$ cat config.mk
export PLATFORM = sky130hd
export DESIGN_NAME = pipe_stage_reg
export DESIGN_NICKNAME = d
export VERILOG_FILES = /design/src/rtl/pipe_stage_reg.sv
export SDC_FILE = /design/constraint.sdc
export NUM_CORES = 1
export LEC_CHECK = 0
export ABC_CLOCK_PERIOD_IN_PS = 4700
export CAP_MARGIN = 30
export CORE_AREA = 2 2 88 124
export CTS_BUF_LIST = sky130_fd_sc_hd__clkbuf_16
export CTS_CLUSTER_DIAMETER = 120
export DETAILED_ROUTE_END_ITERATION = 7
export DIE_AREA = 0 0 90 126
export DONT_BUFFER_PORTS = 1
export PLACE_DENSITY = 0.61
export SLEW_MARGIN = 25
export SYNTH_ARGS = -nofsm -noshare
export SYNTH_HDL_FRONTEND = slang
export SYNTH_SLANG_ARGS = --single-unit
$ cat constraint.sdc
create_clock -name clk -period 4.7 [get_ports clk]
set_input_delay 0.235 -clock clk [delete_from_list [all_inputs] [get_ports clk]]
set_output_delay 0.235 -clock clk [all_outputs]
set_load 0.05 [all_outputs]
$ cat src/rtl/pipe_stage_reg.sv
// Two-entry skid-buffered pipeline register: main entry drives outputs, skid catches one overflow; latency 1.
// Backpressure: in_ready is registered (skid empty), never combinational on out_ready; flush drops held entries.
module pipe_stage_reg #(
  parameter int DATA_W    = 32,
  parameter int CTRL_W    = 9,
  parameter int ZERO_CTRL = 1
) (
  input  logic              clk,
  input  logic              reset,
  input  logic              flush,
  input  logic              in_valid,
  input  logic [DATA_W-1:0] in_Data,
  input  logic [CTRL_W-1:0] in_Ctrl,
  output logic              in_ready,
  output logic              out_valid,
  output logic [DATA_W-1:0] out_Data,
  output logic [CTRL_W-1:0] out_Ctrl,
  input  logic              out_ready,
  output logic [1:0]        occupancy
);

  logic              mainValid;
  logic              skidValid;
  logic [DATA_W-1:0] mainData;
  logic [CTRL_W-1:0] mainCtrl;
  logic [DATA_W-1:0] skidData;
  logic [CTRL_W-1:0] skidCtrl;
  logic              inReadyQ;
  logic [1:0]        occQ;

  logic accept;
  logic drain;
  logic moveSkid;
  logic loadMain;
  logic loadSkid;
  logic mainValidNxt;
  logic skidValidNxt;

  always_comb begin
    accept   = in_valid & inReadyQ;
    drain    = mainValid & out_ready;
    moveSkid = drain & skidValid & ~flush;
    // inReadyQ already implies an empty skid, so an accept lands in main or skid.
    loadMain = accept & (~mainValid | drain) & ~flush;
    loadSkid = accept & mainValid & ~drain & ~flush;

    mainValidNxt = moveSkid | loadMain | (mainValid & ~drain);
    skidValidNxt = loadSkid | (skidValid & ~drain);
    if (flush) begin
      mainValidNxt = 1'b0;
      skidValidNxt = 1'b0;
    end
  end

  always_ff @(posedge clk) begin
    if (reset) begin
      mainValid <= 1'b0;
      skidValid <= 1'b0;
      mainData  <= '0;
      mainCtrl  <= '0;
      skidData  <= '0;
      skidCtrl  <= '0;
      inReadyQ  <= 1'b1;
      occQ      <= 2'd0;
    end else begin
      mainValid <= mainValidNxt;
      skidValid <= skidValidNxt;
      inReadyQ  <= ~skidValidNxt;
      occQ      <= {1'b0, mainValidNxt} + {1'b0, skidValidNxt};
      if (moveSkid) begin
        mainData <= skidData;
        mainCtrl <= skidCtrl;
      end else if (loadMain) begin
        mainData <= in_Data;
        mainCtrl <= in_Ctrl;
      end
      if (loadSkid) begin
        skidData <= in_Data;
        skidCtrl <= in_Ctrl;
      end
    end
  end

  assign in_ready  = inReadyQ;
  assign out_valid = mainValid;
  assign out_Data  = mainData;
  assign out_Ctrl  = ((ZERO_CTRL != 0) && !mainValid) ? '0 : mainCtrl;
  assign occupancy = occQ;

endmodule

======== Word-level counts from Yosys, hierarchy flattened ========
Cells that the tools add are included.
Widths: inputs -> output; s select.
operators by class
  multiply operators ...................... 0
  divide/modulo/power cells ............... 0
  $lt $le $gt $ge ......................... 0
  muxes and demuxes ....................... 7
  eq/ne operators ......................... 0
  shift-type cells ........................ 0
  add/sub/neg operators ................... 1
  bitwise operators ....................... 19
  reductions and logical operators ........ 1
operators by type and width
  cell               number
  $mux 32            2
  $mux 9             3
  $and 1x1->1        11
  $not 1->1          4
  $or 1x1->1         4
  $add 1x1->2        1
  $mux 1             2
  $reduce_bool 2->1  1
storage, ports and cells
  memories ................................ 0
  bits in latches ......................... 0
  register bits ........................... 87
  memory bits (read-only) ................. 0
  logic and storage cells ................. 36
  RAM bits ................................ 0

======== Depth between registers and ports, before layout ========
Gate-level depths: netlist (run 1).
  depth after elaboration ................. 8
  gate-level depth with buffers ........... 7
  mapped depth without buffers ............ 5

======== Least setup slack after synthesis (run 1) ========
Ideal clock, no wire load.
  path kind ............................... reg2reg
  start ................................... register mainValid, in the netlist out_valid
  end ..................................... register occQ[0], in the netlist occupancy[0]
  stages on the path, launching flop included .. 8
  path buffers ............................ 2
  library setup time ...................... 131 ps
  arrival ................................. 1778 ps
  path slack .............................. 2792 ps
  cell sequence ........................... dfxtp_1 -> a22o_1 -> buf_6 -> buf_2 -> nand3_1 -> a21oi_1 -> ha_1 -> nor2b_1
on the way
  longest elaborated chain between the ends .. 8
  elaborated cells between the ends (all ways) .. 19
ends and longest elaborated chain
  what                                             line    source
  from (decl)                                      22      logic mainValid;
  from (signal assigned)                           66      mainValid <= mainValidNxt;
  $and 1x1->1 / $not 1->1 (equally long branches)  41, 44
  $or 1x1->1                                       44      loadMain = accept & (~mainValid | drain) & ~flush;
  $and 1x1->1 (2 in series)                        44
  $or 1x1->1                                       47      mainValidNxt = moveSkid | loadMain | (mainValid & ~drain);
  $or 1x1->1 (*)                                   47
  $mux 1 (*)                                       49      if (flush) begin
  via mainValidNxt                                 36      logic mainValidNxt;
  $add 1x1->2 (*)                                  69      occQ <= {1'b0, mainValidNxt} + {1'b0, skidValidNxt};
  to (signal assigned)                             69
  to (decl)                                        29      logic [1:0] occQ;
Mark *: on every way through the listed nets, which the timed path passes. The rest lies on a longest branch.
A chain may end at the register's enable or synchronous reset.

======== Worst setup path after layout (run 1) ========
  start ................................... register mainValid, in the netlist out_valid
  end ..................................... register mainCtrl[7]
on the way
  longest elaborated chain between the ends .. 5
  elaborated cells between the ends (all ways) .. 9
ends and longest elaborated chain
  what                                             line    source
  $and 1x1->1 / $not 1->1 (equally long branches)  41, 44
  $or 1x1->1                                       44
  $and 1x1->1 (2 in series)                        44
  $reduce_bool 2->1 (no line)                      n/a
  to (signal assigned)                             72      mainCtrl <= skidCtrl;
  to (signal assigned)                             75      mainCtrl <= in_Ctrl;
  to (decl)                                        25      logic [CTRL_W-1:0] mainCtrl;
Several ways; a longest one is shown, not always the timed one.

==> results of run 1 <==
## layout by cell type, fill, tap and decap left out, types with 2 or more instances in the layout
| cell | netlist | routed |
|---|---|---|
| buf_16 | 0 | 3 |
| nor2b_1 | 2 | 2 |
| inv_1 | 1 | 2 |
| bufinv_16 | 0 | 2 |
| a21oi_1 | 43 | 43 |
| and2_1 | 9 | 9 |
| a211oi_2 | 40 | 40 |
| clkbuf_16 | 0 | 9 |
| a31oi_1 | 41 | 41 |
| nand3_1 | 43 | 42 |
| o21ai_0 | 9 | 9 |
| dfxtp_1 | 87 | 87 |
| o21ai_1 | 33 | 33 |
| mux2i_1 | 41 | 41 |
| buf_4 | 6 | 2 |
| a211oi_1 | 2 | 2 |
## layer usage
layer / vias up / share of wire (%) / GRT usage (%)
met5: - / 0 / 0
met4: 0 / 1.1 / 6.43
met3: 10 / 7.4 / 6.94
met2: 80 / 52 / 32.6
met1: 1539 / 39 / 21.0
li1: 1478 / - / -
## worst min-delay path by stage
stage / start / to / slack, ns / cells after the start
final: reset / in_ready$_SDFF_PP1_ / 0.01 / 1
after floorplan: flush / out_valid$_SDFF_PP0_ / 0.31 / 1
after global placement: reset / out_Data[28]$_SDFFE_PP0P_ / 0.31 / 1
after detailed placement: reset / out_Data[29]$_SDFFE_PP0P_ / 0.31 / 1
after CTS: reset / in_ready$_SDFF_PP1_ / 0.005 / 1
after global routing: reset / in_ready$_SDFF_PP1_ / 0.003 / 1
## through the flow
| stage | instances | hold slack (ns) |
|---|---|---|
| 3_5_place_dp | 503 | 0.315 |
| 5_1_grt | 522 | 0.00287 |
| 3_3_place_gp | 502 | 0.312 |
| 2_1_floorplan | 414 | 0.313 |
| 6_report | 522 | 0.0111 |
| 4_1_cts | 521 | 0.00488 |
## cells by family after synthesis
group / Yosys count / synth area share, %
AOI/OAI and AO/OA: 169 / 30.3
DFF: 87 / 43.7
and+or+nand+nor: 62 / 8.44
buffers and inverters: 54 / 7.00
muxes: 41 / 10.3
adders and majority gates: 1 / 0.314
## state kept, by name, summed over array words and instances, names as in the netlist
signal / flops
out_Data: 32
skidData: 32
mainCtrl: 9
skidCtrl: 9
occupancy: 2
in_ready: 1
out_valid: 1
skidValid: 1
## Yosys cell counts (all sizes together)
library cell  number  area, um^2
nor2b              2        12.5
and2               9        56.3
buf               19         148
a31oi             41         257
nand2b             1        6.26
o21ai             42         210
clkbuf            33         124
ha                 1        12.5
and3               2        17.5
nand3             43         215
dfxtp             87        1740
or2                2        12.5
a211oi            42         515
mux2i             41         410
nor2               2        7.51
inv                2        7.50
a22o               1        8.76
a21oi             43         215
nand4b             1        8.76
## worst max-delay path: stages, from the launching register on
cell and delay (ns):
dfxtp_1 0.95, a22o_2 0.81, and3_4 0.77, a211oi_1 0.15
## final cells by class
type                    instances  area, um^2
clock buffers                   9         225
inverters                       2        7.51
clock inverters                 7        88.8
multi-input cells             273        1980
well taps                     138         173
fillers                      1011        5910
repair buffers                  6         108
flip-flops and latches         87        1740
## where the power goes
| part | internal, mW | total [mW] | switching, mW |
|---|---|---|---|
| clock network | 0.462 | 0.741 | 0.279 |
| logic | 0.0480 | 0.137 | 0.0890 |
| registers | 0.764 | 0.853 | 0.0891 |
| total | 1.27 | 1.73 | 0.458 |
==> results.json, run 1 <==
{
  "vias_per_cell": 5.95,
  "worst-endpoint-required_ns": 4.88,
  "core_um2": 10200,
  "syn_avg_cell_area_um2": 9.63,
  "setup_viol": 0,
  "tritoncts": "built",
  "pre_cts_ws_ns": 1.83,
  "cellPowerDensity_nw_per_um2": 400,
  "final_util_pct": 42.3,
  "timing.rr.start": "out_valid$_SDFF_PP0_",
  "nNetsFinal": 426,
  "antenna_left": 0,
  "stdcell_area_um2": 4330,
  "cts-buffers-inserted": 9,
  "grt_overflow": 0,
  "final_hold_viol_count": 0,
  "timing.final.crit_period_ns": 2.88,
  "worst-path-max-fanout": 43,
  "worstSetupStartpoint": "out_valid$_SDFF_PP0_",
  "post-cts-setup-buffers": 0,
  "run_status": "complete, no violations",
  "drc_errors": 0,
  "gp_congestion": 0.721,
  "syn_area_um2": 3990,
  "ios": 91,
  "crit_end": "mainCtrl[7]$_SDFFE_PP0P_",
  "worstMarginPinSlew_ns": 0.966,
  "drt_wl_total_um": 10600,
  "grt_pass1_wl_um": 17000,
  "synthCells": 414,
  "maxSlewHeadroom_pct": 35.5,
  "clock-sinks": 87,
  "ctsResizeCount": 0,
  "cap_viol_max_count": 0,
  "cp.arrival_ns": 3.05,
  "port_buffers": 0,
  "rsz0062_at_grt": "no",
  "path_clk_slew_ns": 0.06,
  "rows": 44,
  "fp.dieW_um": 90,
  "tns_ns": 0,
  "dieHeight_um": 126,
  "grt_pass1_vias": 3109,
  "period_share_pct": 61.3,
  "synth_nets": 461,
  "crit_path_end_kind": "flip-flop",
  "ctsHoldBuffers": 2,
  "vias": 3107,
  "fin_ws_ns": 1.82,
  "clock-root-buffer": "clkbuf_16",
  "yosysWarnings": 0,
  "grt_max_degree": 87,
  "reg2reg_slack_ns": 1.82,
  "antennaDiodeCount": 0,
  "hp-class": "input pin to flip-flop",
  "antenna_found_initial": 0,
  "drtIter0Drc": 265,
  "finalClockSkew_ns": 0.00390,
  "synth.ff_latch_count": 87,
  "power_leakage_nw": 1.63,
  "area_growth_pct": 8.54,
  "rr_endpoint": "mainCtrl[7]$_SDFFE_PP0P_",
  "cts_buffer_depth": 2,
  "place_area_um2": 3950,
  "yosys.cell_types.count": 25,
  "irDropWorstVdd_mv": 0.150,
  "p_total_mw": 1.73,
  "drive_gt1_share_pct": 17.4,
  "htree_levels": 3,
  "max_freq_ghz": 0.347,
  "post_drt_wl_per_cell_um": 20.4,
  "die_area_um2": 11300,
  "yosysSeqAreaShare_pct": 43.7,
  "grt_usage_pct": 18.7,
  "r2r_cells": 3,
  "slew_violations": 0,
  "path_class": "flip-flop to flip-flop",
  "initial_utilization_pct": 38.9,
  "critical_path.startpoint_type": "flip-flop",
  "clock_latency_ns": 0.33,
  "post-dp-hpwl_um": 6500,
  "drt_first_pass_iters": 4
}
Power figures use the tool's default switching activity.
==> run 2, diff against run 1 <==
ABC_CLOCK_PERIOD_IN_PS = 2400   (was 4700)
PLACE_DENSITY = 0.63   (was 0.61)
clock period = 2.4 ns   (was 4.7 ns; I/O delays follow)
==> run 2 against run 1 <==
Flip-flop and latch count did not move. Final cell count rose by 9.8%. Sequential share of layout area fell by 3.6 points. Die area did not move. Critical path type unchanged. Worst hold slack improved by 0.034 ns.
==> results.json, run 2 (synthesized netlist as in run 1, its figures left out) <==
{
  "drt_wl_total_um": 11200,
  "fin_ws_ns": 0.194,
  "seq_area_um2": 1740,
  "antennaDiodeCount": 0,
  "slew_violations": 0,
  "clock_latency_ns": 0.33,
  "maxSlewHeadroom_pct": 43.9,
  "post-cts-setup-buffers": 0,
  "port_buffers": 0,
  "max_freq_ghz": 0.453,
  "fp.dieW_um": 90,
  "clock-root-buffer": "clkbuf_16",
  "grt_overflow": 0,
  "drt_first_pass_iters": 4,
  "fin_hold_ws_ns": 0.0449,
  "finalClockSkew_ns": 0.00591,
  "critical_path.startpoint_type": "flip-flop",
  "grt_pass1_wl_um": 18400,
  "critPathMaxStageDelay_ns": 0.63,
  "met3WireLength_um": 749,
  "core_um2": 10200,
  "tritoncts": "built",
  "cts_buffer_depth": 2,
  "pre_cts_ws_ns": 0.361,
  "path_class": "flip-flop to flip-flop",
  "ios": 91,
  "htree_levels": 3,
  "irDropWorstVdd_mv": 0.359,
  "run_status": "complete, no violations",
  "highest_layer": "met4",
  "grt_usage_pct": 20.1,
  "worst-path-max-fanout": 18,
  "drc_errors": 0,
  "power_leakage_nw": 1.83,
  "placedCellCount": 512,
  "dieHeight_um": 126,
  "final_cell_mix": "87 x dfxtp_1, 44 x dlygate4sd3_1, 43 x a21oi_1",
  "post_drt_wl_per_cell_um": 19.5,
  "path_clk_slew_ns": 0.06,
  "tns_ns": 0,
  "antenna_left": 0,
  "worstMarginPinSlew_ns": 0.841,
  "cellPowerDensity_nw_per_um2": 699,
  "hp-class": "input pin to flip-flop",
  "cap_viol_max_count": 0,
  "antenna_found_initial": 0,
  "clock-sinks": 87,
  "area_growth_pct": 19.1,
  "die_area_um2": 11300,
  "post-dp-hpwl_um": 6630,
  "initial_utilization_pct": 38.9,
  "grt_max_degree": 84,
  "wl_met2_um": 5680,
  "critPathSlowestCell": "dfxtp_1",
  "rows": 44,
  "layout_commonest_cell": "dfxtp_1",
  "whs_path_depth": 3,
  "vias_per_cell": 5.77,
  "setup_viol": 0,
  "final_hold_viol_count": 0,
  "gp_congestion": 0.782,
  "multi_input_area_um2": 1990,
  "worst-endpoint-required_ns": 2.61,
  "drive_gt1_share_pct": 16.8,
  "vias": 3307,
  "timing.final.crit_period_ns": 2.21,
  "r2r_cells": 5,
  "grt_pass1_vias": 3434,
  "path_cells": "nand3_2, buf_4, o21ai_1, a21oi_1, dlygate4sd3_1",
  "nNetsFinal": 477,
  "cts-buffers-inserted": 9,
  "fill_cells": 1010,
  "rsz0062_at_grt": "no",
  "cp.arrival_ns": 2.42,
  "met1Wirelength_um": 4580,
  "drtIter0Drc": 234,
  "period_share_pct": 91.9,
  "instances_no_fill": 573,
  "crit_path_end_kind": "flip-flop"
}
[run 2: changes by cell type in the layout (fill, tap and decap cells not counted), sizes merged]
cell / delta
dlygate4sd3: +43
bufinv: -1
clkinv: +1
buf: +8
inv: +1
clkinvlp: -1
[run 2: layer usage]
| layer | up-vias | GRT usage (%) |
|---|---|---|
| met5 | - | 0 |
| met4 | 0 | 7.60 |
| met3 | 9 | 5.80 |
| met2 | 92 | 34.6 |
| met1 | 1620 | 23.8 |
| li1 | 1586 | - |
[run 2: final timing paths]
path	from	endpoint	slack [ns]
max	out_valid$_SDFF_PP0_	skidData[28]$_SDFFE_PP0P_	0.19
min	flush	skidValid$_SDFF_PP0_	0.04
max reg2reg	out_valid$_SDFF_PP0_	skidData[28]$_SDFFE_PP0P_	0.19
min reg2reg	skidCtrl[8]$_SDFFE_PP0P_	skidCtrl[8]$_SDFFE_PP0P_	0.47
[run 2: area by class of cell]
cell class / count / share of cell area, %
tap: 138 / 3.64
clock buffer: 9 / 4.74
inverter: 2 / 0.158
clock inverter: 7 / 1.19
timing repair buffer: 57 / 11.8
multi-input combinational: 273 / 41.8
sequential: 87 / 36.7
[run 2: metrics by stage]
stage | instance area, um^2 | util [%] | power (mW)
6_report | 4750 | 46.4 | 3.32
3_5_place_dp | 4000 | 39.0 | 1.94
2_1_floorplan | 3990 | - | 1.91
3_3_place_gp | 4000 | 39.0 | 1.93
4_1_cts | 4740 | 46.3 | 3.36
5_1_grt | 4750 | 46.4 | 3.44
[run 2: timing repair]
| action | CTS | global route |
|---|---|---|
| hold buffers | 45 | 0 |
| gates resized for setup | 0 | 1 |
| endpoints found under the hold margin | 87 | 0 |
| endpoints found under the setup margin | 0 | 1 |
[run 2: report_power, final]
group | switching, mW | total [mW] | internal (mW)
clock | 0.535 | 1.32 | 0.789
combinational | 0.193 | 0.331 | 0.138
sequential | 0.166 | 1.66 | 1.50
total | 0.894 | 3.32 | 2.42
[run 2: critical path: cells and delay by family, from the launching register on]
family                 cells  cell delay (ns)
AOI/OAI and AO/OA          2             0.22
and+or+nand+nor            1             0.36
buffers and inverters      2             0.87
DFF                        1             0.63
